--- config.mk ---
export PLATFORM = sky130hd
export DESIGN_NAME = prewish_button_poller
export DESIGN_NICKNAME = d
export VERILOG_FILES = /design/src/rtl/prewish_button_poller.sv
export SDC_FILE = /design/constraint.sdc
export NUM_CORES = 1
export LEC_CHECK = 0
export BUFFER_PORTS_ARGS = -buffer_cell sky130_fd_sc_hd__clkbuf_2
export CAP_MARGIN = 20
export CORE_MARGIN = 10
export CORE_UTILIZATION = 50
export CTS_BUF_LIST = sky130_fd_sc_hd__clkbuf_4 sky130_fd_sc_hd__clkbuf_8 sky130_fd_sc_hd__clkbuf_16
export DETAILED_ROUTE_END_ITERATION = 6
export HOLD_SLACK_MARGIN = 0.15
export PLACE_DENSITY = 0.71
export REMOVE_ABC_BUFFERS = 1
export SLEW_MARGIN = 10
export SYNTH_ARGS = -nofsm -noshare
export SYNTH_HDL_FRONTEND = slang
export SYNTH_SLANG_ARGS = --single-unit
export TNS_END_PERCENT = 50
--- constraint.sdc ---
create_clock -name CLK_I -period 5.4 [get_ports CLK_I]
set_clock_uncertainty 0.2 [all_clocks]
set_input_delay 1.35 -clock CLK_I [delete_from_list [all_inputs] [get_ports CLK_I]]
set_output_delay 1.35 -clock CLK_I [all_outputs]
set_load 0.005 [all_outputs]
--- src/rtl/prewish_button_poller.sv ---
// Periodic poller for the button debouncer: requests a status byte every
// POLL_CYCLES, captures the reply and publishes held state, edge pulses and a sticky timeout.
module prewish_button_poller #(
  parameter int POLL_CYCLES    = 48000,
  parameter int TIMEOUT_CYCLES = 255
) (
  input  logic       CLK_I,
  input  logic       RST_I,
  input  logic       i_enable,
  output logic       STB_O,
  input  logic       STB_I,
  input  logic [7:0] DAT_I,
  output logic [7:0] o_status,
  output logic [7:0] o_pressed,
  output logic [7:0] o_released,
  output logic       o_event,
  output logic       o_timeout,
  output logic       o_alive,
  output logic [1:0] dbg_state
);

  localparam int PW = $clog2(POLL_CYCLES);
  localparam int TW = $clog2(TIMEOUT_CYCLES + 1);

  typedef enum logic [1:0] {
    IDLE = 2'd0,
    REQ  = 2'd1,
    WAIT = 2'd2
  } state_t;

  state_t        state, state_next;
  logic [PW-1:0] pcnt, pcnt_next;
  logic [TW-1:0] tcnt, tcnt_next;
  logic          capture;
  logic          expire;

  // Handshake: STB_O is a one-cycle request; the reply is accepted only in
  // WAIT, in any cycle where STB_I is high, and DAT_I is sampled in that cycle.
  always_comb begin
    state_next = state;
    pcnt_next  = pcnt;
    tcnt_next  = tcnt;
    capture    = 1'b0;
    expire     = 1'b0;
    case (state)
      IDLE: begin
        if (i_enable) begin
          if (pcnt == '0) begin
            state_next = REQ;
            tcnt_next  = TW'(TIMEOUT_CYCLES);
          end else begin
            pcnt_next = pcnt - 1'b1;
          end
        end
      end
      REQ: begin
        state_next = WAIT;
        tcnt_next  = tcnt - 1'b1;
      end
      WAIT: begin
        // A reply in the final WAIT cycle beats the timeout.
        if (STB_I) begin
          capture    = 1'b1;
          state_next = IDLE;
          pcnt_next  = PW'(POLL_CYCLES - 1);
        end else if (tcnt == '0) begin
          expire     = 1'b1;
          state_next = IDLE;
          pcnt_next  = PW'(POLL_CYCLES - 1);
        end else begin
          tcnt_next = tcnt - 1'b1;
        end
      end
      default: begin
        state_next = IDLE;
        pcnt_next  = PW'(POLL_CYCLES - 1);
      end
    endcase
  end

  always_ff @(posedge CLK_I or posedge RST_I) begin
    if (RST_I) begin
      state <= IDLE;
      pcnt  <= PW'(POLL_CYCLES - 1);
      tcnt  <= '0;
    end else begin
      state <= state_next;
      pcnt  <= pcnt_next;
      tcnt  <= tcnt_next;
    end
  end

  always_ff @(posedge CLK_I or posedge RST_I) begin
    if (RST_I) begin
      STB_O      <= 1'b0;
      o_status   <= 8'h00;
      o_pressed  <= 8'h00;
      o_released <= 8'h00;
      o_event    <= 1'b0;
      o_timeout  <= 1'b0;
      o_alive    <= 1'b0;
    end else begin
      STB_O      <= (state_next == REQ);
      o_pressed  <= 8'h00;
      o_released <= 8'h00;
      o_event    <= 1'b0;
      if (capture) begin
        o_status   <= DAT_I;
        o_pressed  <= DAT_I & ~o_status;
        o_released <= ~DAT_I & o_status;
        o_event    <= |(DAT_I ^ o_status);
        o_alive    <= ~o_alive;
      end
      if (expire) begin
        o_timeout <= 1'b1;
      end
    end
  end

  assign dbg_state = state;

endmodule

# After elaboration in Yosys (flattened, before gate mapping)
# Cells that the tools add are included.
classes:
  order_cmp: 0
  shifts: 0
  eq_ne: 9
  bitwise_logic: 7
  add_sub_neg: 2
  n_mux: 23
  n_div: 0
  reduce_logical: 7
  multipliers: 0
ops:
  columns: ["cell", "count"]
  rows:
  - ["$mux W16", 4]
  - ["$mux W8", 6]
  - ["$pmux W16 S3", 1]
  - ["$pmux W8 S3", 1]
  - ["$and A8 B8 Y8", 2]
  - ["$logic_not A16 Y1", 1]
  - ["$not A8 Y8", 2]
  - ["$sub A16 B1 Y16 const B", 1]
  - ["$ne A2 B2 Y1 const B", 5]
  - ["$logic_not A8 Y1", 1]
  - ["$mux W2", 4]
  - ["$reduce_or A8 Y1", 1]
  - ["$sub A8 B1 Y8 const B", 1]
  - ["$xor A8 B8 Y8", 1]
  - ["$mux W1", 6]
  - ["$pmux W2 S3", 1]
  - ["$reduce_and A5 Y1", 1]
  - ["$eq A2 B1 Y1 const B", 2]
  - ["$reduce_and A4 Y1", 1]
  - ["$ne A3 B3 Y1 const B", 1]
  - ["$reduce_bool A3 Y1", 1]
  - ["$eq A2 B2 Y1 const B", 1]
  - ["$logic_not A2 Y1", 1]
  - ["$not A1 Y1", 2]
totals:
  reg_bits: 54
  latch_bits: 0
  word_cells: 58
  ram_bits: 0
  out_inout_bits: 30
  mem_count: 0
  mem_bits_ro: 0
  inputBits: 12

# Logic depth before layout (Yosys ltp)
# Gate-level depths: netlist of run 1.
logic_depth:
  ltp_word: 5
  ltp_mapped: 9
  ltp_nobuf: 7

# Worst setup path after synthesis of run 1
# OpenSTA, ideal clock, no wires.
synth_path:
  path_kind: "input -> register"
  from: "input STB_I"
  to: "register pcnt[9]"
  path_slack_ps: 2311
  required_time_ps: 5103
  arrival_ps: 2791
  path_stages: 8
  n_path_buf: 3
  setup_time_ps: 97
  path_cell_list: "clkbuf_1 > nand2b_1 > a31oi_2 > or3_1 > buf_2 > buf_2 > o41ai_1 > o311ai_1"
synth_between:
  elab_chain_len: 2
synth_lines:
  columns: ["item", "line", "text"]
  rows:
  - ["start, declared", "11", "input logic STB_I,"]
  - ["$ne A3 B3 Y1 (no line) or $mux W16 (tied branches)", null, null]
  - ["$reduce_and A4 Y1 (no line) or $pmux W16 S3 (tied branches)", null, null]
  - ["end signal, assigned", "84", "pcnt <= PW'(POLL_CYCLES - 1);"]
  - ["end signal, assigned", "88", "pcnt <= pcnt_next;"]
  - ["end, declared", "32", "logic [PW-1:0] pcnt, pcnt_next;"]
# Several ways; a longest one is shown, not always the timed one.
# A chain may end at the register's enable or synchronous reset.

# Worst setup path in the final report of run 1
layout_path:
  from: "input STB_I"
  to: "register pcnt[6]"
# The elaborated chain is that of the path after synthesis.

==> summary.md, run 1 <==
| Metric | Value |
|---|---|
| Status | `finished, final reports clean` |
| P&R area growth vs syn | `13.76%` |
| Max IR drop VDD | `between 0.0002 and 0.00025 V` |
| Diode count | `0` |
| Syn. warnings | `0` |
| Longest Clk Path Bufs | `2` |
| Initial DRC count | `151` |
| Top_reg_cell synth | `dfrtp_1` |
| CTS Buf Count | `5` |
| Top cells by area, synth | `dfrtp_1, dfstp_2, ha_1, o21ai_0, and3_1` |
| Final setup margin | `2109 ps` |
| Final WL | `around 6 mm` |
| Site Rows | `27` |
| DRT antenna net count | `0` |
| Die ar. | `0.009089 sq mm` |
| RSZ-0062 raised after global routing | `false` |
| Mapped Cells | `288` |
| Fin crit share | `60.95%` |
| Global-route wire length before repair | `roughly 10 mm` |
| Slew headroom | `56.03%` |
| Filler cells | `484` |
| Multi-input gate area | `0.001314 sq mm` |
| Die width | `95.34 um` |
| Vias/cell | `5.540` |
| NumNets Final | `358` |
| Routability cong. | `0.8898` |
| Setup Viol. Count Final | `0` |
| Drt first pass iters | `4` |
| Cell taking the most area after synthesis | `dfrtp_1` |
| Netlist cell types | `44` |
| WL per Instance | `15.34 um` |
| CTS tree | `built` |
| Crit start category | `input port` |
| GRT Util Overall | `13.99%` |
| Via count | `2194` |
| Post CTS Setup Buffer Count | `0` |
| Flops & latches, synth | `54` |
| Setup TNS | `0 ps` |
| Post-CTS Hold Buffers | `0` |
| Post_cts resized | `0` |
| Commonest cells after routing, fill and taps aside | `dfrtp_1, clkbuf_2, o21ai_0` |
| I/O Pins | `42` |
| EDFF count, synth | `0` |
| Maximum level of the CTS H-tree | `2` |
| Top-area cell type share of the netlist area | `a little over a third` |
| Drt drc | `0` |
| FMAX | `303.8 MHz` |
| Worst-path clk slew | `90 ps` |
| Core ar. | `0.005507 sq mm` |
| Die height | `95.34 um` |
| Sequential share of the synthesized area | `approximately half` |
| Clock root cell | `clkbuf_8` |
| Pre-CTS setup slack | `1864 ps` |
| Layout cells sized above 1 | `22.53%` |
| Clock insertion delay at the later pin of the skew report | `300 ps` |
| Max-cap violations | `0` |
| # port buffers | `41` |
| Post-synth ARST share | `100.0%` |
| GRT overflow | `0` |
| Hold_ws | `roughly 280 ps` |
| Final hold vios | `0` |
| Arrival @ worst endpoint | `approximately 3300 ps` |
| Vias in the first global route | `2214` |
| Worst Path Max Fanout | `23` |
| Starting Density | `51.53%` |
| Syn_area_per_cell | `9.853 sq um` |
| Final min period | `3291 ps` |
| Sinks on Clock Net | `54` |
| Pin count of the biggest net entering global routing | `46` |
| Max-slew violations | `0` |
| Util after Layout | `58.62%` |
| Pwr/cell area | `375.9 mW/mm^2` |
| Initial antenna violation count | `0` |
| HP Class | `flop to flop` |
| Flip-flop and latch area | `0.001368 sq mm` |
| CP Class | `input port to flop` |
| Required time of the worst setup path | `about 5400 ps` |
| Post-synthesis cell area | `0.002838 sq mm` |
| Crit end category | `flop` |
| Final HPWL DP | `4.424 mm` |
| Tightest Pin Transition | `659.5 ps` |
| LEAKAGE | `approximately 0.0015 uW` |
[worst max-delay path: stages]
cell and delay, ps:
clkbuf_2 280, nand2b_1 210, a31oi_2 80, or3_1 630, o21ai_0 290, or3b_2 470
[final cells by class]
| class | count | share of cell area [%] |
|---|---|---|
| multi-input combinational | 195 | 40.70 |
| inverter | 23 | 2.674 |
| timing repair buffer | 44 | 7.054 |
| tap | 72 | 2.791 |
| clock buffer | 6 | 2.558 |
| clock inverter | 2 | 1.860 |
| sequential | 54 | 42.36 |
[per-layer routing]
| metal | up-vias | global-route usage, % | share of wire (%) |
|---|---|---|---|
| met1 | 1059 | 17.12 | 45 |
| met4 | 0 | 2.244 | 0.20 |
| li1 | 1099 | - | - |
| met3 | 2 | 3.456 | 3.9 |
| met5 | - | 0 | 0 |
| met2 | 34 | 24.66 | 51 |
[Yosys cell counts (4+ instances only)]
cell type and count:
and3_1 18, inv_1 23, or3_1 6, o21ai_0 25
clkbuf_1 12, nor4_1 5, ha_1 23, a21oi_1 8
dfstp_2 13, a41oi_1 4, dfrtp_1 41, nor3_1 14
nand4_1 8, nand3_1 6, nand2_1 17, and2_1 4
a31oi_1 7, nor2_1 14
[power breakdown]
part	internal, uW	switching (uW)
Sequential	499	93.9
Combinational	125	170
Clock	198	127
Total	822	391
[worst paths after layout]
kind / slack (ps) / cells after the start / start / end
setup / recovery: 2110 / 6 / STB_I / pcnt[6]$_DFFE_PP1P_
hold / removal: 280 / 1 / o_alive$_DFFE_PP0P_ / o_alive$_DFFE_PP0P_
setup reg to reg: 2400 / 7 / dbg_state[0]$_DFF_PP0_ / pcnt[6]$_DFFE_PP1P_
hold reg to reg: 280 / 1 / o_alive$_DFFE_PP0P_ / o_alive$_DFFE_PP0P_
max in group asynchronous: 3470 / 3 / RST_I / o_status[6]$_DFFE_PP0P_
min in group asynchronous: 730 / 2 / RST_I / o_pressed[0]$_DFF_PP0_
[cell families after synthesis]
family,after synthesis,share of synthesized area (%)
xor gates and xnor gates,1,0.3087
DFF,54,48.19
buffers and inverters,39,5.511
and+or+nand+nor,111,22.40
AOI/OAI and AO/OA,58,12.74
adders and majority gates,23,10.14
muxes,2,0.7055
[stage by stage]
step                total power [uW]  instances  cell area (sq um)
floorplan                      777.3        272               2768
global placement               879.8        388               3085
detailed placement             899.4        388               3085
CTS                             1226        396               3228
global route                    1311        396               3228
finish                          1214        396               3228
[registers in the layout, summed over array words and instances, names as in the netlist]
name and count:
STB_O 1, dbg_state 2, o_alive 1, o_event 1, o_pressed 8, o_released 8, o_status 8, o_timeout 1
pcnt 16, tcnt 8
Note: power is estimated with default switching activity, not from simulation.
==> run 2, diff against run 1 <==
--- a/config.mk
+++ b/config.mk
@@ -12,7 +12,7 @@
 export CTS_BUF_LIST = sky130_fd_sc_hd__clkbuf_4 sky130_fd_sc_hd__clkbuf_8 sky130_fd_sc_hd__clkbuf_16
 export DETAILED_ROUTE_END_ITERATION = 6
 export HOLD_SLACK_MARGIN = 0.15
-export PLACE_DENSITY = 0.71
+export PLACE_DENSITY = 0.74
 export REMOVE_ABC_BUFFERS = 1
 export SLEW_MARGIN = 10
 export SYNTH_ARGS = -nofsm -noshare
==> constraint.sdc (replaced) <==
create_clock -name CLK_I -period 2.9 [get_ports CLK_I]
set_clock_uncertainty 0.2 [all_clocks]
set_input_delay 0.725 -clock CLK_I [delete_from_list [all_inputs] [get_ports CLK_I]]
set_output_delay 0.725 -clock CLK_I [all_outputs]
set_load 0.005 [all_outputs]
==> summary.md, run 2 (same netlist as run 1, synthesis figures left out) <==
| Metric | Value |
|---|---|
| WL per Instance | `15.05 um` |
| LEAKAGE | `0.001549 uW` |
| DRT antenna net count | `0` |
| Maximum level of the CTS H-tree | `2` |
| Final WL | `6.064 mm` |
| # port buffers | `41` |
| Final setup margin | `323.5 ps` |
| Largest Register | `pcnt` |
| Crit start category | `flop` |
| Arrival @ worst endpoint | `2620 ps` |
| Fin crit share | `between 80 and 90%` |
| Clock root cell | `clkbuf_8` |
| Diode count | `0` |
| Cell internal pwr | `1443 uW` |
| CTS Buf Count | `5` |
| Crit end category | `flop` |
| Setup TNS | `0 ps` |
| FMAX | `388.1 MHz` |
| Drt drc | `0` |
| Via count | `2247` |
| CP max stage cell | `or3_1` |
| Core ar. | `0.005507 sq mm` |
| Sinks on Clock Net | `54` |
| Pin count of the biggest net entering global routing | `29` |
| Max-cap violations | `0` |
| Die ar. | `0.009089 sq mm` |
| I/O Pins | `42` |
| Post_cts resized | `0` |
| Max-slew violations | `0` |
| Final hold vios | `0` |
| NumNets Final | `about 370` |
| Vias/cell | `5.576` |
| Final min period | `2577 ps` |
| Status | `finished, final reports clean` |
| Drt first pass iters | `4` |
| Starting Density | `51.53%` |
| RSZ-0062 raised after global routing | `false` |
| Die width | `95.34 um` |
| Combinational power share | `25.7%` |
| GRT overflow | `0` |
| Max incr delay on CP | `620 ps` |
| CP bufs+invs | `1` |
| P&R area growth vs syn | `15.04%` |
| Delay-heaviest family, CP | `simple AND/OR/NAND/NOR gates` |
| Pwr/cell area | `667.2 mW/mm^2` |
| Longest Clk Path Bufs | `2` |
| Clock insertion delay at the later pin of the skew report | `between 300 and 400 ps` |
| Required time of the worst setup path | `2940 ps` |
| Layout cells sized above 1 | `24.17%` |
| Worst Path Max Fanout | `23` |
| Max FFs per register | `16` |
| HP Class | `input port to asynchronous set/reset pin` |
| Site Rows | `27` |
| GRT Util Overall | `14.18%` |
| Max IR drop VDD | `0.0003716 V` |
| CP Class | `flop to flop` |
| Commonest cells after routing, fill and taps aside | `dfrtp_1, clkbuf_2, o21ai_0` |
| Initial DRC count | `78` |
| Placed Area | `0.003151 sq mm` |
| Clock Power Share | `approximately a quarter` |
| Routability cong. | `0.8030` |
| Pre-CTS setup slack | `258.2 ps` |
| CTS tree | `built` |
| Post CTS Setup Buffer Count | `0` |
| Tightest Pin Transition | `616.4 ps` |
| Final HPWL DP | `4.553 mm` |
| Post-CTS Hold Buffers | `0` |
| Initial antenna violation count | `0` |
| Cell breakdown of the critical path | `inv_1 -> ha_1 -> nor2b_1 -> or3_1 -> o21ai_0 -> or3b_2` |
| Setup Viol. Count Final | `0` |
| Worst-path clk slew | `~100 ps` |
| Slew headroom | `between 50% and 60%` |
| Vias in the first global route | `2143` |
| Seq pwr share | `50.5%` |
| Global-route wire length before repair | `10.32 mm` |
| Switching share of total power | `33.75%` |
| Final Instance Area | `0.003264 sq mm` |
| Filler cells | `478` |
| Die height | `95.34 um` |
| NetSw | `735.0 uW` |
| Hold_ws | `about 230 ps` |
run 2: cell count changes in the layout (fill, tap and decap cells not counted):
cell / delta
clkbuf_8: -1
clkbuf_4: +1
bufinv_16: -1
buf_12: +1
buf_4: +6
clkinvlp_4: +1
run 2: layout make-up:
class | instances | area (sq um) | area share (%)
Tap cell | 72 | 90.09 | 2.760
Timing Repair Buffer | 51 | 292.8 | 8.969
Clock inverter | 2 | 37.54 | 1.150
Sequential cell | 54 | 1368 | 41.89
Inverter | 23 | 86.33 | 2.645
Clock buffer | 6 | 76.32 | 2.338
Multi-Input combinational cell | 195 | 1314 | 40.25
run 2: path summary, 6_finish.rpt:
| kind | cells past startpoint | to | start | slack [ps] |
|---|---|---|---|---|
| max | 6 | pcnt[4]$_DFFE_PP1P_ | dbg_state[0]$_DFF_PP0_ | 320 |
| min | 2 | o_pressed[4]$_DFF_PP0_ | RST_I | 230 |
| max reg2reg | 6 | pcnt[4]$_DFFE_PP1P_ | dbg_state[0]$_DFF_PP0_ | 320 |
| min reg2reg | 1 | o_alive$_DFFE_PP0P_ | o_alive$_DFFE_PP0P_ | 270 |
| max in group asynchronous | 3 | pcnt[13]$_DFFE_PP1P_ | RST_I | 1610 |
| min in group CLK_I | 1 | o_alive$_DFFE_PP0P_ | o_alive$_DFFE_PP0P_ | 270 |
run 2: metal layers:
metal / vias to the layer above / global-route usage, % / wire length (um)
met5: - / 0 / 0
met4: 0 / 4.613 / 93
met3: 10 / 2.907 / 259
met2: 39 / 24.43 / 2998
met1: 1081 / 17.29 / 2713
li1: 1117 / - / -
run 2: power by group through the flow:
stage | Clock, uW | Sequential [uW] | Combinational (uW)
after floorplan | 0 | 1090 | 360
after detailed placement | 0 | 1110 | 571
after global routing | 553 | 1130 | 654
after CTS | 527 | 1100 | 573
after global placement | 0 | 1100 | 552
final | 517 | 1100 | 560
run 2: per-stage QoR:
stage | utilization, % | cells | power [uW]
after global routing | 59.28 | 403 | 2338
after CTS | 59.28 | 403 | 2201
after floorplan | - | 272 | 1447
final | 59.28 | 403 | 2178
after global placement | 57.21 | 395 | 1656
after detailed placement | 57.21 | 395 | 1686
